===== src/rtl/writeback_stage.sv =====
// rtl/writeback_stage.sv - in-order retire queue with single-port register writeback; optional WB_RETIRE_COUNTER_EN
module writeback_stage #(
    parameter int          DEPTH      = 2,
    parameter logic [7:0]  HLT_OPCODE = 8'hF4
) (
    input  logic        clk,
    input  logic        reset,
    input  logic        validIn,
    output logic        canWritebackOut,
    input  logic [63:0] currentRipIn,
    input  logic [31:0] opcodeLengthIn,
    input  logic [7:0]  opcodeIn,
    input  logic [3:0]  destRegIn,
    input  logic        destRegValidIn,
    input  logic [63:0] destValIn,
    input  logic [3:0]  destRegSpecialIn,
    input  logic        destRegSpecialValidIn,
    input  logic [63:0] destSpecialValIn,
    output logic        regWrEnOut,
    output logic [3:0]  regWrAddrOut,
    output logic [63:0] regWrDataOut,
    output logic        commitValidOut,
    output logic [63:0] commitRipOut,
    output logic        haltedOut,
    output logic [63:0] retiredCountOut
);
    localparam int PW = (DEPTH > 1) ? $clog2(DEPTH) : 1;

    typedef struct packed {
        logic [63:0] rip;
        logic [31:0] len;
        logic [7:0]  opcode;
        logic [3:0]  destReg;
        logic        destRegValid;
        logic [63:0] destVal;
        logic [3:0]  destRegSpecial;
        logic        destRegSpecialValid;
        logic [63:0] destSpecialVal;
    } entry_t;

    typedef enum logic {WR_PRIMARY, WR_SPECIAL} state_t;

    entry_t         mem [DEPTH];
    logic [PW-1:0]  headPtr;
    logic [PW-1:0]  tailPtr;
    logic [PW:0]    count;
    state_t         state;
    state_t         nextState;

    entry_t         inEntry;
    entry_t         cur;
    logic           enq;
    logic           busy;
    logic           pop;
    logic           wrEn;
    logic [3:0]     wrAddr;
    logic [63:0]    wrData;

    assign canWritebackOut = (count < (PW+1)'(DEPTH)) && !haltedOut;
    assign enq             = validIn && canWritebackOut;

    assign inEntry = '{
        rip:                 currentRipIn,
        len:                 opcodeLengthIn,
        opcode:              opcodeIn,
        destReg:             destRegIn,
        destRegValid:        destRegValidIn,
        destVal:             destValIn,
        destRegSpecial:      destRegSpecialIn,
        destRegSpecialValid: destRegSpecialValidIn,
        destSpecialVal:      destSpecialValIn
    };

    // An empty queue works straight off the incoming entry so it retires the cycle after transfer.
    assign cur  = (count == '0) ? inEntry : mem[headPtr];
    assign busy = ((count != '0) || enq) && !haltedOut;

    always_comb begin
        pop       = 1'b0;
        nextState = state;
        wrEn      = 1'b0;
        wrAddr    = '0;
        wrData    = '0;
        if (busy) begin
            case (state)
                WR_PRIMARY: begin
                    if (cur.destRegValid) begin
                        wrEn   = 1'b1;
                        wrAddr = cur.destReg;
                        wrData = cur.destVal;
                        if (cur.destRegSpecialValid) nextState = WR_SPECIAL;
                        else                         pop       = 1'b1;
                    end else if (cur.destRegSpecialValid) begin
                        wrEn   = 1'b1;
                        wrAddr = cur.destRegSpecial;
                        wrData = cur.destSpecialVal;
                        pop    = 1'b1;
                    end else begin
                        pop = 1'b1;
                    end
                end
                WR_SPECIAL: begin
                    wrEn      = 1'b1;
                    wrAddr    = cur.destRegSpecial;
                    wrData    = cur.destSpecialVal;
                    pop       = 1'b1;
                    nextState = WR_PRIMARY;
                end
                default: nextState = WR_PRIMARY;
            endcase
        end
    end

    always_ff @(posedge clk) begin
        if (enq) mem[tailPtr] <= inEntry;
    end

    always_ff @(posedge clk) begin
        if (reset) begin
            headPtr        <= '0;
            tailPtr        <= '0;
            count          <= '0;
            state          <= WR_PRIMARY;
            regWrEnOut     <= 1'b0;
            regWrAddrOut   <= '0;
            regWrDataOut   <= '0;
            commitValidOut <= 1'b0;
            commitRipOut   <= '0;
            haltedOut      <= 1'b0;
        end else begin
            if (enq) tailPtr <= tailPtr + 1'b1;
            if (pop) headPtr <= headPtr + 1'b1;
            count          <= count + (PW+1)'(enq) - (PW+1)'(pop);
            state          <= nextState;
            regWrEnOut     <= wrEn;
            regWrAddrOut   <= wrAddr;
            regWrDataOut   <= wrData;
            commitValidOut <= pop;
            commitRipOut   <= pop ? (cur.rip + {32'b0, cur.len}) : '0;
            if (pop && (cur.opcode == HLT_OPCODE)) haltedOut <= 1'b1;
        end
    end

`ifdef WB_RETIRE_COUNTER_EN
    logic [63:0] retiredCount;

    always_ff @(posedge clk) begin
        if (reset)    retiredCount <= '0;
        else if (pop) retiredCount <= retiredCount + 64'd1;
    end

    assign retiredCountOut = retiredCount;
`else
    assign retiredCountOut = '0;
`endif

endmodule

===== config.mk =====
export PLATFORM = sky130hd
export DESIGN_NAME = writeback_stage
export DESIGN_NICKNAME = d
export VERILOG_FILES = /design/src/rtl/writeback_stage.sv
export SDC_FILE = /design/constraint.sdc
export NUM_CORES = 1
export LEC_CHECK = 0
export ABC_CLOCK_PERIOD_IN_PS = 27400
export CAP_MARGIN = 20
export CELL_PAD_IN_SITES_DETAIL_PLACEMENT = 1
export CELL_PAD_IN_SITES_GLOBAL_PLACEMENT = 1
export CORE_MARGIN = 2
export CORE_UTILIZATION = 40
export DETAILED_ROUTE_END_ITERATION = 7
export PLACE_DENSITY = 0.74
export SKIP_CTS_REPAIR_TIMING = 1
export SYNTH_ARGS = -nofsm -noshare
export SYNTH_HDL_FRONTEND = slang
export SYNTH_SLANG_ARGS = --single-unit

===== constraint.sdc =====
create_clock -name clk -period 27.4 [get_ports clk]
set_input_delay 8.22 -clock clk [delete_from_list [all_inputs] [get_ports clk]]
set_output_delay 8.22 -clock clk [all_outputs]
set_load 0.02 [all_outputs]

==> results of run 1 <==
-- worst min-delay path, stage by stage (launching register included) --
cell and delay, ps:
dfxtp_1 320, xnor2_1 90, nor2_1 80
-- how the worst min path moves through the flow --
stage / cells after the start / slack (ps) / endpoint / startpoint
2_1_floorplan: 2 / 480 / flip-flop / headPtr
3_3_place_gp: 2 / 500 / headPtr / headPtr
3_5_place_dp: 2 / 510 / haltedOut / haltedOut
4_1_cts: 2 / 530 / flip-flop / headPtr
5_1_grt: 2 / 570 / flip-flop / headPtr
6_report: 2 / 520 / flip-flop / headPtr
-- synthesized netlist by cell type (4+ instances only) --
master	instances
a21o_1	28
buf_2	24
o21a_1	8
a21oi_1	69
dfxtp_1	141
buf_4	66
clkbuf_1	57
nor3_1	17
nand3_1	20
and2_1	7
edfxtp_1	484
nor2_1	145
o21bai_1	6
a211oi_1	74
inv_1	19
and3_1	6
buf_1	14
nor2b_1	6
mux2i_1	168
a211o_1	5
ha_1	34
nand2b_1	7
xnor2_1	23
nand4_1	12
o21ai_0	89
o211ai_1	5
xor2_1	19
nand2_1	113
a31oi_1	6
nor3b_1	4
mux4_2	68
a31o_2	4
o31ai_1	4
or2_2	5
-- power by group --
group / internal, µW / switching (µW) / total [µW]
sequential: 1290 / 85.5 / 1370
clock: 562 / 380 / 942
combinational: 655 / 967 / 1620
-- cell usage in the layout (no fill, tap or decap), types with 5 or more instances in the layout --
cell and instances:
inv_1 19, clkbuf_8 6, clkbuf_1 17, or2_2 5, nand2_1 113, o21a_1 8, and3_1 5, o21bai_1 6
nor3_1 17, bufinv_16 8, mux2i_1 168, nor2_1 142, clkbuf_16 69, a211oi_1 74, clkdlybuf4s50_1 380, buf_4 14
conb_1 64, and2_1 7, ha_1 34, nand2b_1 6, nor2b_1 6, mux4_2 68, a21oi_1 69, dfxtp_1 140
a31oi_1 6, edfxtp_1 484, nand3_1 20, a211o_1 5, xnor2_1 23, o21ai_0 89, clkinv_2 11, o211ai_1 5
nand4_1 12, clkinv_1 7, a21o_1 28, xor2_1 19
-- metrics by stage --
| step | total power, µW | instances | setup slack [ps] |
|---|---|---|---|
| after floorplan | 2540 | 1876 | 8200 |
| after global placement | 2970 | 2964 | 14910 |
| after detailed placement | 3010 | 2964 | 14770 |
| after CTS | 3980 | 3089 | 15410 |
| after global routing | 4160 | 3091 | 15480 |
| final | 3940 | 3094 | 15610 |
-- sequential cells by signal, summed over array words and instances (netlist names), named ones only --
register / count
state: 1
regWrDataOut: 64
regWrEnOut: 1
mem: 484
tailPtr: 1
commitValidOut: 1
regWrAddrOut: 4
headPtr: 1
commitRipOut: 64
haltedOut: 1
count: 2
-- cell type report --
class,count,area share (%)
flip-flops and latches,625,52.8
multi-input cells,1068,24.5
repair buffers,397,12.1
clock buffers,92,5.70
well taps,855,3.26
clock inverters,33,1.32
inverters,20,0.228
diodes,4,0.0305
-- routing by layer --
layer	track usage (%)	vias to the layer above	wire length (µm)
met5	0	-	152
met4	5.43	22	1210
met3	6.41	95	5090
met2	32.5	399	32800
met1	24.3	8062	27400
li1	-	7520	-
-- cells by family after synthesis --
group	Yosys count	synth area share (%)
buffers and inverters	183	3.75
multiplexers	238	12.4
AO/OA/AOI/OAI	323	7.96
flip-flops	625	66.4
adder cells (fa/ha/maj)	35	1.70
AND/OR/NAND/NOR	366	6.35
XOR/XNOR	42	1.41
other	1	0.0144
==> metrics.md, run 1 <==
| Metric | Value |
|---|---|
| DR iter-0 viols | `879` |
| CTS max path bufs | `3` |
| Fill cells | `6353` |
| Register area share after synthesis | `66.4%` |
| Max Clk Rate | `84.8 MHz` |
| Drt total wl | `66.7 mm` |
| Worst path depth | `14` |
| CTS tree | `built` |
| WP buf/inv | `1` |
| Layout cell share with drive strength beyond 1 | `9.62%` |
| Setup TNS | `0 ps` |
| Layout Nets | `2460` |
| Vias per inst | `5.20` |
| Startpoint Class | `input port` |
| Crit path to | `commitRipOut[62]` |
| Top cells by area, synth | `edfxtp_1 56%, dfxtp_1 11%, mux2i_1 6.4%, mux4_2 5.9%, a211oi_1 2.1%` |
| DP Area | `30500 µm²` |
| Max cap viols | `0` |
| Power density cells | `120 nW/µm²` |
| Post-layout util | `51.0%` |
| Gate count of the mapped netlist | `1813` |
| Die Y | `260 µm` |
| Synth area leader | `edfxtp_1` |
| R2R Path End | `commitRipOut[62]` |
| Site row count | `93` |
| FF-to-FF path depth | `13` |
| Worst slew pin tran | `1110 ps` |
| Critical path type | `in -> reg` |
| Post-route ant nets | `0` |
| DIE AREA | `67400 µm²` |
| Area of the multi-input gates | `8070 µm²` |
| Crit-path slowest cell | `nor4_1` |
| R2r startpoint | `count[1]` |
| Antenna violations before repair | `14` |
| Clock transition at path regs | `60 ps` |
| HPWL after detailed placement | `43.4 mm` |
| Max incr delay on CP | `820 ps` |
| Clock Latency Late Sink | `610 ps` |
| Starting density of the core | `40.5%` |
| Pin count of the biggest net entering global routing | `137` |
| Pins Over Slew Limit | `0` |
| Final hold violation count | `0` |
| YS warnings | `0` |
| Syn Area/Cell | `14.4 µm²` |
| Crit Path Max Fanout | `7` |
| CP startpoint | `currentRipIn[0]` |
| Core area | `64500 µm²` |
| Static Leakage | `0.0115 µW` |
| Critical-path cell list | `clkdlybuf4s50_1 -> nand2_1 -> o21ai_0 -> ha_1 -> fa_1 -> a21o_1 -> a21oi_1 -> o21a_1 -> o21a_1 -> nor4_1 -> o21ai_1 -> a211oi_2 -> a21o_1 -> a21oi_1` |
| Asr flop ratio synth | `0%` |
| Clk_skew | `15.2 ps` |
| # port buffers | `380` |
| Data arrival, critical path | `12230 ps` |
| Total number of vias | `16100` |
| Mapped Area | `26100 µm²` |
| # DRC | `0` |
| Total global-route track usage | `19.5%` |
| Hold WS | `521 ps` |
| RSZ-0062 raised after global routing | `false` |
| Ys flop type | `edfxtp_1` |
| Top-area cell type share of the netlist area | `55.6%` |
| Final GP Congestion | `0.812` |
| Tcrit/Tclk final | `43.0%` |
| DRT Pass-1 Iters | `5` |
| CTS root buffer | `clkbuf_16` |
| Synth Register Bits | `625` |
| Worst setup EP type | `flip-flop` |
| Design Area, Final | `32900 µm²` |
| Endpoints failing setup | `0` |
| Vias in the first global route | `17100` |
| Gr ovfl total | `0` |
| CP delay by family, top | `compound AO/OA/AOI/OAI gates` |
| Hold Crit Class | `reg -> reg` |
| FF/Latch Area | `17400 µm²` |
| CP Data Required Time | `27840 ps` |
| Status | `completed` |
| WL/cell | `21.5 µm` |
| Rel. slew slack | `25.7%` |
| EDFF count, synth | `484` |
| Num ports | `445` |
| Clk sinks | `625` |
| Synth unique cells | `72` |
| Min cycle time layout | `11790 ps` |
| Max IR drop VDD | `0.0909 mV` |
| Cts bufs inserted | `68` |
| Htree depth | `3` |
| Global-route wire length before repair | `102 mm` |
| Register-to-register setup slack | `21580 ps` |
| Die W | `260 µm` |
| Area grow syn2layout | `25.8%` |
(Power assumes the default switching activity.)
==> run 2: changes to the inputs <==
Settings changed: ABC_CLOCK_PERIOD_IN_PS 27400 to 12100.
Clock period 27.4 ns to 12.1 ns, I/O delays scaled along.
==> metrics.md, run 2 (synthesized netlist as in run 1, its figures left out) <==
| Metric | Value |
|---|---|
| Status | `completed` |
| Hold WS | `515 ps (-6.78 ps)` |
| Cell-internal power | `5570 µW (+120%)` |
| Largest registers in the final layout | `mem (484), commitRipOut (64), regWrDataOut (64)` |
| Register-to-register setup slack | `6610 ps (-14970 ps)` |
| Critical-path cell list | `clkdlybuf4s50_1 -> nand2_1 -> o21ai_0 -> ha_1 -> fa_1 -> a21o_1 -> a21oi_1 -> o21a_1 -> o21a_1 -> nor4_1 -> o21ai_1 -> a211oi_2 -> nand3_1 -> a21oi_1` |
| Crit-path slowest cell | `nor4_1` |
| Clock Latency Late Sink | `620 ps (about the same)` |
| Total number of vias | `16200 (+0.52%)` |
| Vias per inst | `5.22 (+0.39%)` |
| Data arrival, critical path | `7570 ps (-4660 ps)` |
| Worst path depth | `14 (unchanged)` |
| Largest Register | `mem` |
| Clk sinks | `625 (unchanged)` |
| CTS max path bufs | `3 (unchanged)` |
| Drt total wl | `67.4 mm (+1.2%)` |
| Final GP Congestion | `0.811 (-0.15%)` |
| Area grow syn2layout | `25.7% (about the same)` |
| Critical path type | `in -> reg` |
| Hold Crit Class | `reg -> reg` |
| WP buf/inv | `1 (unchanged)` |
| Worst slew pin tran | `1010 ps (-104 ps)` |
| Num ports | `445 (unchanged)` |
| Crit path to | `commitRipOut[54]` |
| Die Y | `260 µm (unchanged)` |
| Total global-route track usage | `19.9% (+0.37 points)` |
| Combinational share of power | `41.8% (+0.6 points)` |
| Endpoints failing setup | `0 (unchanged)` |
| Largest register FFs | `484 (unchanged)` |
| CTS tree | `built` |
| Cts bufs inserted | `69 (+1.5%)` |
| Fill cells | `6320 (-0.52%)` |
| FF-to-FF path depth | `13 (unchanged)` |
| RSZ-0062 raised after global routing | `false` |
| Final Power | `8860 µW (+130%)` |
| Rel. slew slack | `32.7% (+7.0 points)` |
| Static Leakage | `0.0115 µW (-0.30%)` |
| Layout Nets | `2462 (+0.081%)` |
| Sequential Power Share | `35.0% (about the same)` |
| DIE AREA | `67400 µm² (unchanged)` |
| Tcrit/Tclk final | `58.3%` |
| Layout cell share with drive strength beyond 1 | `9.69% (+0.072 points)` |
| Worst setup EP type | `flip-flop` |
| Starting density of the core | `40.5% (unchanged)` |
| Pin count of the biggest net entering global routing | `140 (+2.2%)` |
| Die W | `260 µm (unchanged)` |
| HPWL after detailed placement | `44.5 mm (+2.5%)` |
| Crit Path Max Fanout | `7 (unchanged)` |
| Vias in the first global route | `17400 (+1.6%)` |
| DR iter-0 viols | `932 (+6.0%)` |
| Power density cells | `270 nW/µm² (+130%)` |
| CP delay by family, top | `compound AO/OA/AOI/OAI gates` |
| # port buffers | `380 (unchanged)` |
| Clk_skew | `28.1 ps (+12.9 ps)` |
| CP startpoint | `currentRipIn[0]` |
| DRT Pass-1 Iters | `5 (unchanged)` |
| Most common cell after layout, fill and taps aside | `edfxtp_1` |
| Hold path depth | `2 (unchanged)` |
| CTS root buffer | `clkbuf_16` |
| CP Data Required Time | `12620 ps (-15220 ps)` |
| Max IR drop VDD | `0.232 mV (+160%)` |
| Final hold violation count | `0 (unchanged)` |
| NetSw | `3290 µW (+130%)` |
| Min cycle time layout | `7050 ps` |
| Clock transition at path regs | `60 ps (about the same)` |
| Post-route ant nets | `0 (unchanged)` |
| Most frequent cells in the layout | `484 x edfxtp_1, 380 x clkdlybuf4s50_1, 168 x mux2i_1, 142 x nor2_1, 140 x dfxtp_1` |
| Site row count | `93 (unchanged)` |
| Gr ovfl total | `0 (unchanged)` |
| Htree depth | `3 (unchanged)` |
| Startpoint Class | `input port` |
| Sw frac | `37.1% (+0.72 points)` |
| Global-route wire length before repair | `104 mm (+1.7%)` |
| Max incr delay on CP | `730 ps (-90 ps)` |
| Max cap viols | `0 (unchanged)` |
| Core area | `64500 µm² (unchanged)` |
| Antenna violations before repair | `16 (+2)` |
| WL/cell | `21.8 µm (+1.1%)` |
| Setup TNS | `0 ps (unchanged)` |
| Pins Over Slew Limit | `0 (unchanged)` |
| # DRC | `0 (unchanged)` |
| R2R Path End | `commitRipOut[54]` |
| Max Clk Rate | `142 MHz` |
| Clock share of power | `23.2% (-0.7 points)` |
[run 2: cell count changes in the layout (fill, tap and decap cells not counted), sizes merged]
cell,change
buf,+1
inv,-1
clkinv,-1
clkbuf,+9
bufinv,-7
clkinvlp,+3
[run 2: routing by layer]
| layer | GRT usage [%] | routed length, µm | vias to the layer above |
|---|---|---|---|
| met2 | 33.0 | 33100 | 431 |
| met3 | 5.82 | 4980 | 110 |
| met1 | 25.2 | 27800 | 8112 |
| met5 | 0 | 192 | - |
| li1 | - | - | 7501 |
| met4 | 5.80 | 1460 | 28 |
[run 2: worst register-to-register path, delay by kind of cell (launching register included)]
kind | cells | cell delay [ps]
adders and majority gates | 1 | 420
DFF | 1 | 860
and+or+nand+nor | 4 | 1300
buffers and inverters | 1 | 790
muxes | 1 | 370
AOI/OAI and AO/OA | 6 | 1680
[run 2: power by group through the flow]
stage	clock, µW	combinational, µW	sequential (µW)
floorplan	0	2340	3350
global placement	0	3630	3120
detailed placement	0	3700	3150
CTS	2100	3730	3120
global route	2180	4040	3150
finish	2050	3700	3100
[run 2: cell type report]
cell class | instances | area, µm² | share of cell area [%]
Tap cell | 855 | 1070 | 3.26
Sequential cell | 625 | 17400 | 52.9
Timing Repair Buffer | 398 | 4000 | 12.2
Antenna cell | 4 | 10.0 | 0.0305
Clock inverter | 27 | 293 | 0.892
Inverter | 20 | 75.1 | 0.229
Multi-Input combinational cell | 1068 | 8070 | 24.6
Clock buffer | 101 | 1960 | 5.96
[run 2: how the worst min path moves through the flow]
stage | start | end
after floorplan | headPtr | flip-flop
after global placement | headPtr | flip-flop
after detailed placement | haltedOut | haltedOut
after CTS | haltedOut | haltedOut
after global routing | haltedOut | haltedOut
final | haltedOut | haltedOut
[run 2: stage by stage]
| stage | cells | utilization [%] | instance area [µm²] | setup WS (ps) |
|---|---|---|---|---|
| floorplan | 1876 | - | 26400 | 1590 |
| global placement | 2965 | 47.4 | 30500 | 4560 |
| CTS | 3093 | 50.9 | 32800 | 5020 |
| detailed placement | 2965 | 47.4 | 30500 | 4470 |
| finish | 3098 | 50.9 | 32800 | 5050 |
| global route | 3097 | 50.9 | 32800 | 4830 |
==> run 3: changes to the inputs <==
Settings changed: ABC_CLOCK_PERIOD_IN_PS 12100 to 7350.
Clock period 12.1 ns to 7.35 ns, I/O delays scaled along.
==> metrics.md, run 3 (synthesized netlist as in run 1, its figures left out) <==
| Metric | Value |
|---|---|
| Hold WS | `533 ps (+18.7 ps)` |
| Final hold violation count | `0 (unchanged)` |
| Vias per inst | `5.23 (about the same)` |
| Fill cells | `6321 (+0.016%)` |
| Hold path depth | `2 (unchanged)` |
| Global-route wire length before repair | `104 mm (+0.39%)` |
| Hold Crit Class | `reg -> reg` |
| CTS max path bufs | `3 (unchanged)` |
| Most frequent cells in the layout | `484 x edfxtp_1, 380 x clkdlybuf4s50_1, 168 x mux2i_1, 142 x nor2_1, 140 x dfxtp_1` |
| CP delay by family, top | `compound AO/OA/AOI/OAI gates` |
| Power density cells | `443 nW/µm² (+64%)` |
| Final Power | `14600 µW (+64%)` |
| Endpoints failing setup | `0 (unchanged)` |
| # DRC | `0 (unchanged)` |
| Htree depth | `3 (unchanged)` |
| Layout Nets | `2466 (+0.16%)` |
| Largest Register | `mem` |
| Site row count | `93 (unchanged)` |
| Die Y | `260 µm (unchanged)` |
| Min cycle time layout | `5670 ps` |
| Register-to-register setup slack | `2120 ps (-4490 ps)` |
| HPWL after detailed placement | `44.7 mm (+0.45%)` |
| WL/cell | `21.7 µm (-0.24%)` |
| Area of the multi-input gates | `8070 µm² (unchanged)` |
| Worst slew pin tran | `1060 ps (+47.1 ps)` |
| Tcrit/Tclk final | `77.2%` |
| Gr ovfl total | `0 (unchanged)` |
| WHS Endpoint | `headPtr` |
| Hold path startpoint | `headPtr` |
| Max IR drop VDD | `0.310 mV (+34%)` |
| Final GP Congestion | `0.820 (+1.1%)` |
| RSZ-0062 raised after global routing | `false` |
| Cts bufs inserted | `70 (+1.4%)` |
| Rel. slew slack | `29.4% (-3.3 points)` |
| DR iter-0 viols | `853 (-8.5%)` |
| Drt total wl | `67.4 mm (about the same)` |
| Worst setup EP type | `flip-flop` |
| Pins Over Slew Limit | `0 (unchanged)` |
| FF-to-FF path depth | `13 (unchanged)` |
| Num ports | `445 (unchanged)` |
| Clk sinks | `625 (unchanged)` |
| Crit Path Max Fanout | `6 (-1)` |
| Crit-path slowest cell | `a211oi_1` |
| Max incr delay on CP | `800 ps (+70 ps)` |
| R2R Path End | `commitRipOut[50]` |
| Clock Latency Late Sink | `610 ps (about the same)` |
| Layout cell share with drive strength beyond 1 | `9.90% (+0.21 points)` |
| Max cap viols | `0 (unchanged)` |
| R2r startpoint | `count[1]` |
| CTS tree | `built` |
| Total global-route track usage | `19.8% (-0.038 points)` |
| Clk_skew | `21.0 ps (-7.08 ps)` |
| Pin count of the biggest net entering global routing | `202 (+44%)` |
| DIE AREA | `67400 µm² (unchanged)` |
| DRT Pass-1 Iters | `5 (unchanged)` |
| Post-layout util | `51.0% (+0.052 points)` |
| Status | `completed` |
| Clock transition at path regs | `60 ps (about the same)` |
| Die W | `260 µm (unchanged)` |
| Static Leakage | `0.0115 µW (+0.29%)` |
| Critical-path cell list | `clkdlybuf4s50_1 -> nand2_1 -> o21ai_0 -> ha_1 -> a21oi_1 -> nand3b_4 -> a211o_1 -> a211o_1 -> a2111oi_4 -> o21ai_2 -> a211oi_1 -> a31o_2 -> a21oi_1` |
| Antenna violations before repair | `8 (-8)` |
| Max Clk Rate | `176 MHz` |
| Largest register FFs | `484 (unchanged)` |
| Starting density of the core | `40.5% (unchanged)` |
| CP Data Required Time | `7800 ps (-4820 ps)` |
| Worst path depth | `13 (-1)` |
| FF/Latch Area | `17400 µm² (unchanged)` |
| Startpoint Class | `input port` |
| Largest registers in the final layout | `mem (484), commitRipOut (64), regWrDataOut (64)` |
| # port buffers | `380 (unchanged)` |
| WP buf/inv | `1 (unchanged)` |
| Total number of vias | `16200 (+0.25%)` |
| CTS root buffer | `clkbuf_16` |
| Data arrival, critical path | `6120 ps (-1450 ps)` |
| Setup TNS | `0 ps (unchanged)` |
| Critical path type | `in -> reg` |
| Most common cell after layout, fill and taps aside | `edfxtp_1` |
| Vias in the first global route | `17700 (+1.6%)` |
| Core area | `64500 µm² (unchanged)` |
| Area grow syn2layout | `25.8%` |
| Post-route ant nets | `0 (unchanged)` |
## run 3: cell count changes in the layout (fill, tap and decap cells not counted), moves of 2 or more
cell	before	now
clkinv_16	3	0
bufinv_16	1	3
clkinv_2	10	14
diode_2	4	6
clkbuf_1	22	13
buf_12	3	6
inv_6	1	5
clkbuf_16	70	72
clkinv_1	4	12
clkbuf_8	9	3
## run 3: routing by layer
layer  part of all wire, %  global-route usage (%)  vias to the layer above
li1                      -                       -                     7521
met2                    49                    33.3                      440
met1                    42                    25.2                     8132
met3                   6.5                    5.17                      118
met5                  0.12                       0                        -
met4                   2.3                    6.02                       12
## run 3: worst reg2reg max path: cells and delay by family (launching register included)
family                   cells  cell delay [ps]
AO/OA/AOI/OAI                7             2360
XOR/XNOR                     1              210
adder cells (fa/ha/maj)      1              510
buffers and inverters        1              500
flip-flops                   1              500
AND/OR/NAND/NOR              3             1000
## run 3: final cells by class
class / count / share of cell area (%)
antenna: 6 / 0.0457
clock buffer: 88 / 5.76
inverter: 20 / 0.228
clock inverter: 41 / 1.06
tap: 855 / 3.26
timing repair buffer: 401 / 12.3
multi-input combinational: 1068 / 24.5
sequential: 625 / 52.8
## run 3: power breakdown
part	internal (µW)	total, µW	leakage, µW	switching [µW]
Sequential	4790	5130	0.00564	336
Combinational	2450	6030	0.00475	3580
Clock	1960	3400	0.00110	1440
## run 3: per-stage QoR
stage	setup WS (ps)	area [µm²]	cells
2_1_floorplan	990	26400	1876
3_3_place_gp	1230	30600	2969
3_5_place_dp	1100	30600	2969
4_1_cts	1640	32800	3098
5_1_grt	1380	32800	3098
6_report	1680	32900	3104
## run 3: worst max-delay path by stage
| stage | from | end | slack, ps |
|---|---|---|---|
| finish | currentRipIn[1] | commitRipOut[61] | 1680 |
| global route | currentRipIn[2] | commitRipOut[54] | 1380 |
| CTS | currentRipIn[0] | commitRipOut[50] | 1640 |
| detailed placement | currentRipIn[1] | commitRipOut[61] | 1100 |
| global placement | currentRipIn[1] | commitRipOut[61] | 1230 |
| floorplan | validIn | mem[0][0] | 990 |
